==> config.mk <==
export PLATFORM = sky130hd
export DESIGN_NAME = qed_issue_ctrl
export DESIGN_NICKNAME = d
export VERILOG_FILES = /design/src/rtl/qed_issue_ctrl.sv
export SDC_FILE = /design/constraint.sdc
export NUM_CORES = 1
export LEC_CHECK = 0
export BUFFER_PORTS_ARGS = -buffer_cell sky130_fd_sc_hd__clkbuf_2
export CORE_MARGIN = 4
export CORE_UTILIZATION = 40
export CTS_CLUSTER_DIAMETER = 30
export DETAILED_ROUTE_END_ITERATION = 7
export PLACE_DENSITY_LB_ADDON = 0.2
export SLEW_MARGIN = 20
export SYNTH_ARGS = -nofsm -noshare
export SYNTH_HDL_FRONTEND = slang
export SYNTH_SLANG_ARGS = --single-unit
==> constraint.sdc <==
create_clock -name clk -period 3.25 [get_ports clk]
set_clock_uncertainty 0.15 [all_clocks]
set_input_delay 0.1625 -clock clk [delete_from_list [all_inputs] [get_ports clk]]
set_output_delay 0.1625 -clock clk [all_outputs]
set_load 0.05 [all_outputs]
==> src/rtl/qed_issue_ctrl.sv <==
// Purpose : batches generator instructions to two QED core copies (cpu0 original, cpu1 duplicate), then drains and pulses qed_check.
// Latency : an accepted instruction is offered to both cores the next cycle; one instruction per 2 cycles at best.
// Backpres: gen_ready drops while the holding register is full; each core handshakes independently via cpuX_ready.
// Build   : define QED_REG_MAP_EN to send a register-remapped copy to cpu1; otherwise cpu1 gets an identical copy.
module qed_issue_ctrl #(
    parameter int BATCH_LEN = 16,
    parameter int CNT_W     = 8,
    parameter int DRAIN_TO  = 64
) (
    input  logic             clk,
    input  logic             rst,
    input  logic             start,
    input  logic             gen_valid,
    input  logic [31:0]      gen_inst,
    output logic             gen_ready,
    output logic             cpu0_valid,
    output logic [31:0]      cpu0_inst,
    input  logic             cpu0_ready,
    output logic             cpu1_valid,
    output logic [31:0]      cpu1_inst,
    input  logic             cpu1_ready,
    input  logic             cpu0_retire,
    input  logic             cpu1_retire,
    output logic             busy,
    output logic             qed_check,
    output logic             opcode_err,
    output logic             timeout_err,
    output logic [CNT_W-1:0] issued_cnt
);

    localparam int DW = (DRAIN_TO > 1) ? $clog2(DRAIN_TO + 1) : 1;
    localparam logic [CNT_W-1:0] BATCH_LAST = CNT_W'(BATCH_LEN);
    localparam logic [DW-1:0]    DRAIN_LAST = DW'(DRAIN_TO - 1);
    localparam logic [6:0]       OPC_OP     = 7'b0110011;
    localparam logic [6:0]       OPC_OP_IMM = 7'b0010011;

    typedef enum logic [1:0] {
        S_IDLE  = 2'd0,
        S_ISSUE = 2'd1,
        S_DRAIN = 2'd2,
        S_CHECK = 2'd3
    } state_t;

    state_t           state;
    logic             full;
    logic             taken0;
    logic             taken1;
    logic [CNT_W-1:0] ret0;
    logic [CNT_W-1:0] ret1;
    logic [DW-1:0]    drain_cnt;

    logic             op_ok;
    logic [31:0]      dup_inst;
    logic             acc0;
    logic             acc1;
    logic             both_done;
    logic [CNT_W-1:0] issued_next;
    logic             count_retires;

    // Only register-register and register-immediate ALU ops are safe to duplicate.
    assign op_ok = (gen_inst[6:0] == OPC_OP) || (gen_inst[6:0] == OPC_OP_IMM);

`ifdef QED_REG_MAP_EN
    // Mirror the register file: 1..12 <-> 12..1 and 13..31 <-> 31..13, x0 stays x0.
    function automatic logic [4:0] remap_reg(input logic [4:0] r);
        logic [5:0] wide;
        if (r == 5'd0) begin
            wide = 6'd0;
        end else if (r <= 5'd12) begin
            wide = 6'd13 - {1'b0, r};
        end else begin
            wide = 6'd44 - {1'b0, r};
        end
        return wide[4:0];
    endfunction

    // Build cpu1's copy: rd and rs1 always remapped, rs2 only for OP (OP_IMM keeps its immediate).
    always_comb begin
        dup_inst        = gen_inst;
        dup_inst[11:7]  = remap_reg(gen_inst[11:7]);
        dup_inst[19:15] = remap_reg(gen_inst[19:15]);
        if (gen_inst[6:0] == OPC_OP) begin
            dup_inst[24:20] = remap_reg(gen_inst[24:20]);
        end
    end
`else
    assign dup_inst = gen_inst;
`endif

    assign acc0          = cpu0_valid & cpu0_ready;
    assign acc1          = cpu1_valid & cpu1_ready;
    // An instruction is issued once both cores have it, whether in the same cycle or not.
    assign both_done     = full & (taken0 | acc0) & (taken1 | acc1);
    assign issued_next   = issued_cnt + CNT_W'(1);
    assign count_retires = (state == S_ISSUE) || (state == S_DRAIN);

    assign gen_ready = (state == S_ISSUE) && !full;
    assign busy      = (state != S_IDLE);

    // Batch sequencer, holding register, per-core handshakes and retire accounting.
    always_ff @(posedge clk) begin
        if (rst) begin
            state       <= S_IDLE;
            full        <= 1'b0;
            taken0      <= 1'b0;
            taken1      <= 1'b0;
            cpu0_valid  <= 1'b0;
            cpu1_valid  <= 1'b0;
            cpu0_inst   <= '0;
            cpu1_inst   <= '0;
            ret0        <= '0;
            ret1        <= '0;
            issued_cnt  <= '0;
            drain_cnt   <= '0;
            qed_check   <= 1'b0;
            opcode_err  <= 1'b0;
            timeout_err <= 1'b0;
        end else begin
            qed_check  <= 1'b0;
            opcode_err <= 1'b0;

            case (state)
                S_IDLE: begin
                    if (start) begin
                        state       <= S_ISSUE;
                        issued_cnt  <= '0;
                        ret0        <= '0;
                        ret1        <= '0;
                        timeout_err <= 1'b0;
                    end
                end

                S_ISSUE: begin
                    if (full) begin
                        if (both_done) begin
                            full       <= 1'b0;
                            taken0     <= 1'b0;
                            taken1     <= 1'b0;
                            cpu0_valid <= 1'b0;
                            cpu1_valid <= 1'b0;
                            issued_cnt <= issued_next;
                            if (issued_next == BATCH_LAST) begin
                                state     <= S_DRAIN;
                                drain_cnt <= '0;
                            end
                        end else begin
                            if (acc0) begin
                                taken0     <= 1'b1;
                                cpu0_valid <= 1'b0;
                            end
                            if (acc1) begin
                                taken1     <= 1'b1;
                                cpu1_valid <= 1'b0;
                            end
                        end
                    end else if (gen_valid) begin
                        if (op_ok) begin
                            full       <= 1'b1;
                            cpu0_valid <= 1'b1;
                            cpu1_valid <= 1'b1;
                            cpu0_inst  <= gen_inst;
                            cpu1_inst  <= dup_inst;
                        end else begin
                            opcode_err <= 1'b1;
                        end
                    end
                end

                S_DRAIN: begin
                    if ((ret0 == issued_cnt) && (ret1 == issued_cnt)) begin
                        state     <= S_CHECK;
                        qed_check <= 1'b1;
                    end else if (drain_cnt == DRAIN_LAST) begin
                        state       <= S_IDLE;
                        timeout_err <= 1'b1;
                    end else begin
                        drain_cnt <= drain_cnt + DW'(1);
                    end
                end

                S_CHECK: begin
                    state <= S_IDLE;
                end

                default: begin
                    state <= S_IDLE;
                end
            endcase

            // A core retiring more than was issued is flagged and its count pinned.
            if (count_retires) begin
                if (cpu0_retire) begin
                    if (ret0 >= issued_cnt) begin
                        timeout_err <= 1'b1;
                    end else begin
                        ret0 <= ret0 + CNT_W'(1);
                    end
                end
                if (cpu1_retire) begin
                    if (ret1 >= issued_cnt) begin
                        timeout_err <= 1'b1;
                    end else begin
                        ret1 <= ret1 + CNT_W'(1);
                    end
                end
            end
        end
    end

endmodule
==> flow_summary.yaml <==
outcome:
  outcome: "finished, final reports clean"
route:
  vias: 3678
  drc: 0
  drt-wirelength-per-cell_um: 13.7
  avgViaCountPerCell: 5.09
  drtIter0Drc: 226
  drt-pass1-iter-count: 4
  postRouteAntennaNets: 0
  totalWireLength_um: 9870
synth:
  synth_common_cells: "nand2_1 (82), dfxtp_1 (73), a21oi_1 (48)"
  asyncSetResetFlopFracSynth_pct: 0
  synth_sequential_area_ratio_pct: 37.5
  synth-simple-area-share_pct: 25.6
  share_of_the_synthesized_area_in_the_top_cell_type_pct: 37.5
  netlist_area_um2: 3890
  post_synth_top_flop: "dfxtp_1"
  synth_xor_area_share_pct: 0.675
  synthesis.nets: 539
  synth_fa_ha_area_share_pct: 7.71
  post_synth_mux_area_share_pct: 0
  synth.distinct_cells: 54
  syn_area_per_cell_um2: 8.20
  ys_ff_latch: 73
  main_combinational_cell_family_by_area_after_synthesis: "simple AND/OR/NAND/NOR gates"
  ys_top_cells_by_area: "dfxtp_1 (38%), nand2_1 (7.9%), ha_1 (7.7%)"
  synth.most_common_cell: "nand2_1"
  synth_enable_flop_cells: 0
  ys_warn_count: 0
  synth_largest_area_cell: "dfxtp_1"
  post_synthesis_compound_gate_area_fraction_pct: 19.1
  syn_inst_count: 475
clock_network:
  cts_tree: "built"
  tritoncts.num_buffers: 9
  clk-insertion-delay-late_ns: 0.35
  clk_pin_slew_ns: 0.09
  number_of_sinks_driven_by_the_clock_tree: 73
  cts-root-to-sink-buffers: 2
  htreeDepth: 3
  clk_root_buffer_cell: "clkbuf_8"
  postCtsSetupBuffers: 0
timing:
  finalSetupViolations: 0
  slew_headroom_pct: 56.4
  drv_slew: 0
  tcrit_tclk_final_pct: 84.6
  fmaxAchievable_mhz: 364
  fin_crit_ns: 2.75
  tightest_slew_ns: 0.649
  rsz0062_at_grt: "false"
  final_setup_tns_ns: 0
  hold_viol_final: 0
floorplan:
  floorplan.die.height_um: 107
  ioPinCount: 119
  core.rowCount: 35
  design.core.area_um2: 9370
  floorplan.initialDensity_pct: 41.5
  floorplan.die.width_um: 107
  die-area_um2: 11400
worst_hold_path:
  hp-start: "cpu0_ready"
  worstHoldPathType: "primary input to flop"
  worstHoldPathCells: 3
layout:
  final_design_area_no_fill_um2: 4870
  multiInputGateArea_um2: 2070
  seq_area_um2: 1460
  syn_to_final_growth_pct: 25.2
  nets: 652
  final_core_util_pct: 52.0
  layout-drive-gt1-share_pct: 26.1
  n_fill_cell: 915
  antennaDiodeCount: 0
  final-instance-count-excl-fill: 722
global_route:
  number_of_antenna_violations_at_the_first_check_in_global_routing: 0
  grt_pass1_wl_um: 16100
  globalRouteTotalUtil_pct: 17.3
  grt_start_max_net_pins: 61
  globalRouteOverflowTotal: 0
  first_global_vias: 3426
pwr:
  worst_ir_drop_vdd_mv: 0.247
  static-leakage-power_nw: 2.08
  power-per-cell-area_nw_per_um2: 454
place:
  dp_hpwl_um: 7250
  placed_cells: 677
  gp_routability_congestion: 0.828
  place_area_um2: 4380
  place.port_buffers: 118
job:
  max_cap_violations: 0
setup_path:
  timing.critical_path.fanout_max: 9
  critical_path.startpoint: "issued_cnt[4]$_SDFFE_PP0P_"
  worst-r2r-cell-count: 8
  timing.setup.critical_path_class: "flop to flop"
  worstSetupEndpointType: "flop"
  reg2reg_from: "issued_cnt[4]$_SDFFE_PP0P_"
  start_kind: "flop"
  timing.critical_path.arrival_ns: 2.83
  required_ns: 3.33
==> repair_timing <==
action | 4_1_cts | 5_1_grt
endpoints found under the hold margin | 31 | 0
gates resized for setup | 0 | 0
hold buffers | 29 | 0
==> path summary, 6_finish.rpt <==
check	end	slack, ns
min	taken0$_SDFFE_PP0P_	0.04
max	drain_cnt[5]$_SDFFE_PP0P_	0.50
max reg2reg	drain_cnt[5]$_SDFFE_PP0P_	0.50
min reg2reg	cpu1_inst[21]$_SDFFE_PP0P_	0.32
==> sequential cells by signal, indices dropped and copies added (netlist names), 2 cells and up <==
| name | count |
|---|---|
| ret0 | 8 |
| cpu1_inst | 32 |
| ret1 | 8 |
| state | 2 |
| issued_cnt | 8 |
| drain_cnt | 7 |
==> cells in the final DEF (no fill, tap or decap), types with 2 or more instances in the layout <==
| master | netlist | routed |
|---|---|---|
| or4_1 | 3 | 3 |
| o31ai_1 | 3 | 3 |
| clkbuf_2 | 0 | 118 |
| nor3_1 | 11 | 11 |
| a31o_2 | 2 | 2 |
| a21oi_1 | 48 | 48 |
| nor2b_1 | 5 | 5 |
| dfxtp_1 | 73 | 73 |
| xnor2_1 | 3 | 3 |
| a41oi_1 | 2 | 2 |
| o211ai_1 | 5 | 5 |
| nand3_1 | 15 | 15 |
| nand2_1 | 82 | 82 |
| a31oi_1 | 7 | 7 |
| o21bai_1 | 7 | 7 |
| buf_4 | 32 | 3 |
| ha_1 | 24 | 24 |
| nand4_1 | 4 | 4 |
| a21o_1 | 4 | 4 |
| and3_1 | 8 | 8 |
| a211o_1 | 4 | 4 |
| o32ai_1 | 2 | 2 |
| nor2_1 | 32 | 32 |
| dlygate4sd3_1 | 0 | 29 |
| o21ai_0 | 14 | 14 |
| or2_2 | 4 | 4 |
| inv_1 | 15 | 15 |
| a211oi_1 | 2 | 2 |
| clkbuf_8 | 0 | 9 |
| nor3b_1 | 10 | 10 |
| nand3b_1 | 5 | 5 |
| clkinv_4 | 0 | 2 |
| a211o_2 | 2 | 2 |
| nand2b_1 | 6 | 6 |
| o21a_1 | 4 | 4 |
| inv_6 | 0 | 2 |
==> power breakdown <==
group          switching [W]  leakage (nW)  internal, W
combinational       0.000354          1.39     0.000197
clock               0.000369         0.100     0.000361
sequential         0.0000158         0.588     0.000914
==> area by class of cell <==
type | instances | area share (%)
flip-flops and latches | 73 | 30.0
repair buffers | 151 | 18.9
well taps | 129 | 3.31
multi-input cells | 338 | 42.5
clock buffers | 9 | 2.54
inverters | 15 | 1.16
clock inverters | 7 | 1.59
==> logic make-up (layout without fill, tap and decap cells) <==
family,count (synthesis),in the layout
DFF,73,73
buffers and inverters,64,182
and+or+nand+nor,197,197
xor gates and xnor gates,3,3
adders and majority gates,24,24
AOI/OAI and AO/OA,114,114
==> per-layer routing <==
metal | vias up | global-route usage [%] | share of wire [%]
li1 | 1864 | - | -
met1 | 1716 | 21.3 | 43
met2 | 86 | 29.9 | 50
met3 | 12 | 3.07 | 5.0
met4 | 0 | 6.67 | 1.5
met5 | - | 0 | 0
==> stage by stage <==
stage	hold WS, ns	setup slack (ns)	total power, W
final	0.0400	0.500	0.00221
after global routing	0.0517	0.225	0.00232
after CTS	0.0242	0.488	0.00223
after detailed placement	0.241	0.514	0.00147
after global placement	0.237	0.625	0.00146
after floorplan	0.131	0.298	0.00132
==> critical path, cell delays in order (launching register included) <==
cell       delay [ns]
dfxtp_1          0.50
inv_1            0.15
ha_1             0.31
nand4_1          0.17
nor4_4           0.07
nor3b_1          0.43
o2111ai_1        0.42
o21ai_0          0.32
o41ai_2          0.11
No activity file was read; power rests on OpenSTA's default activity.
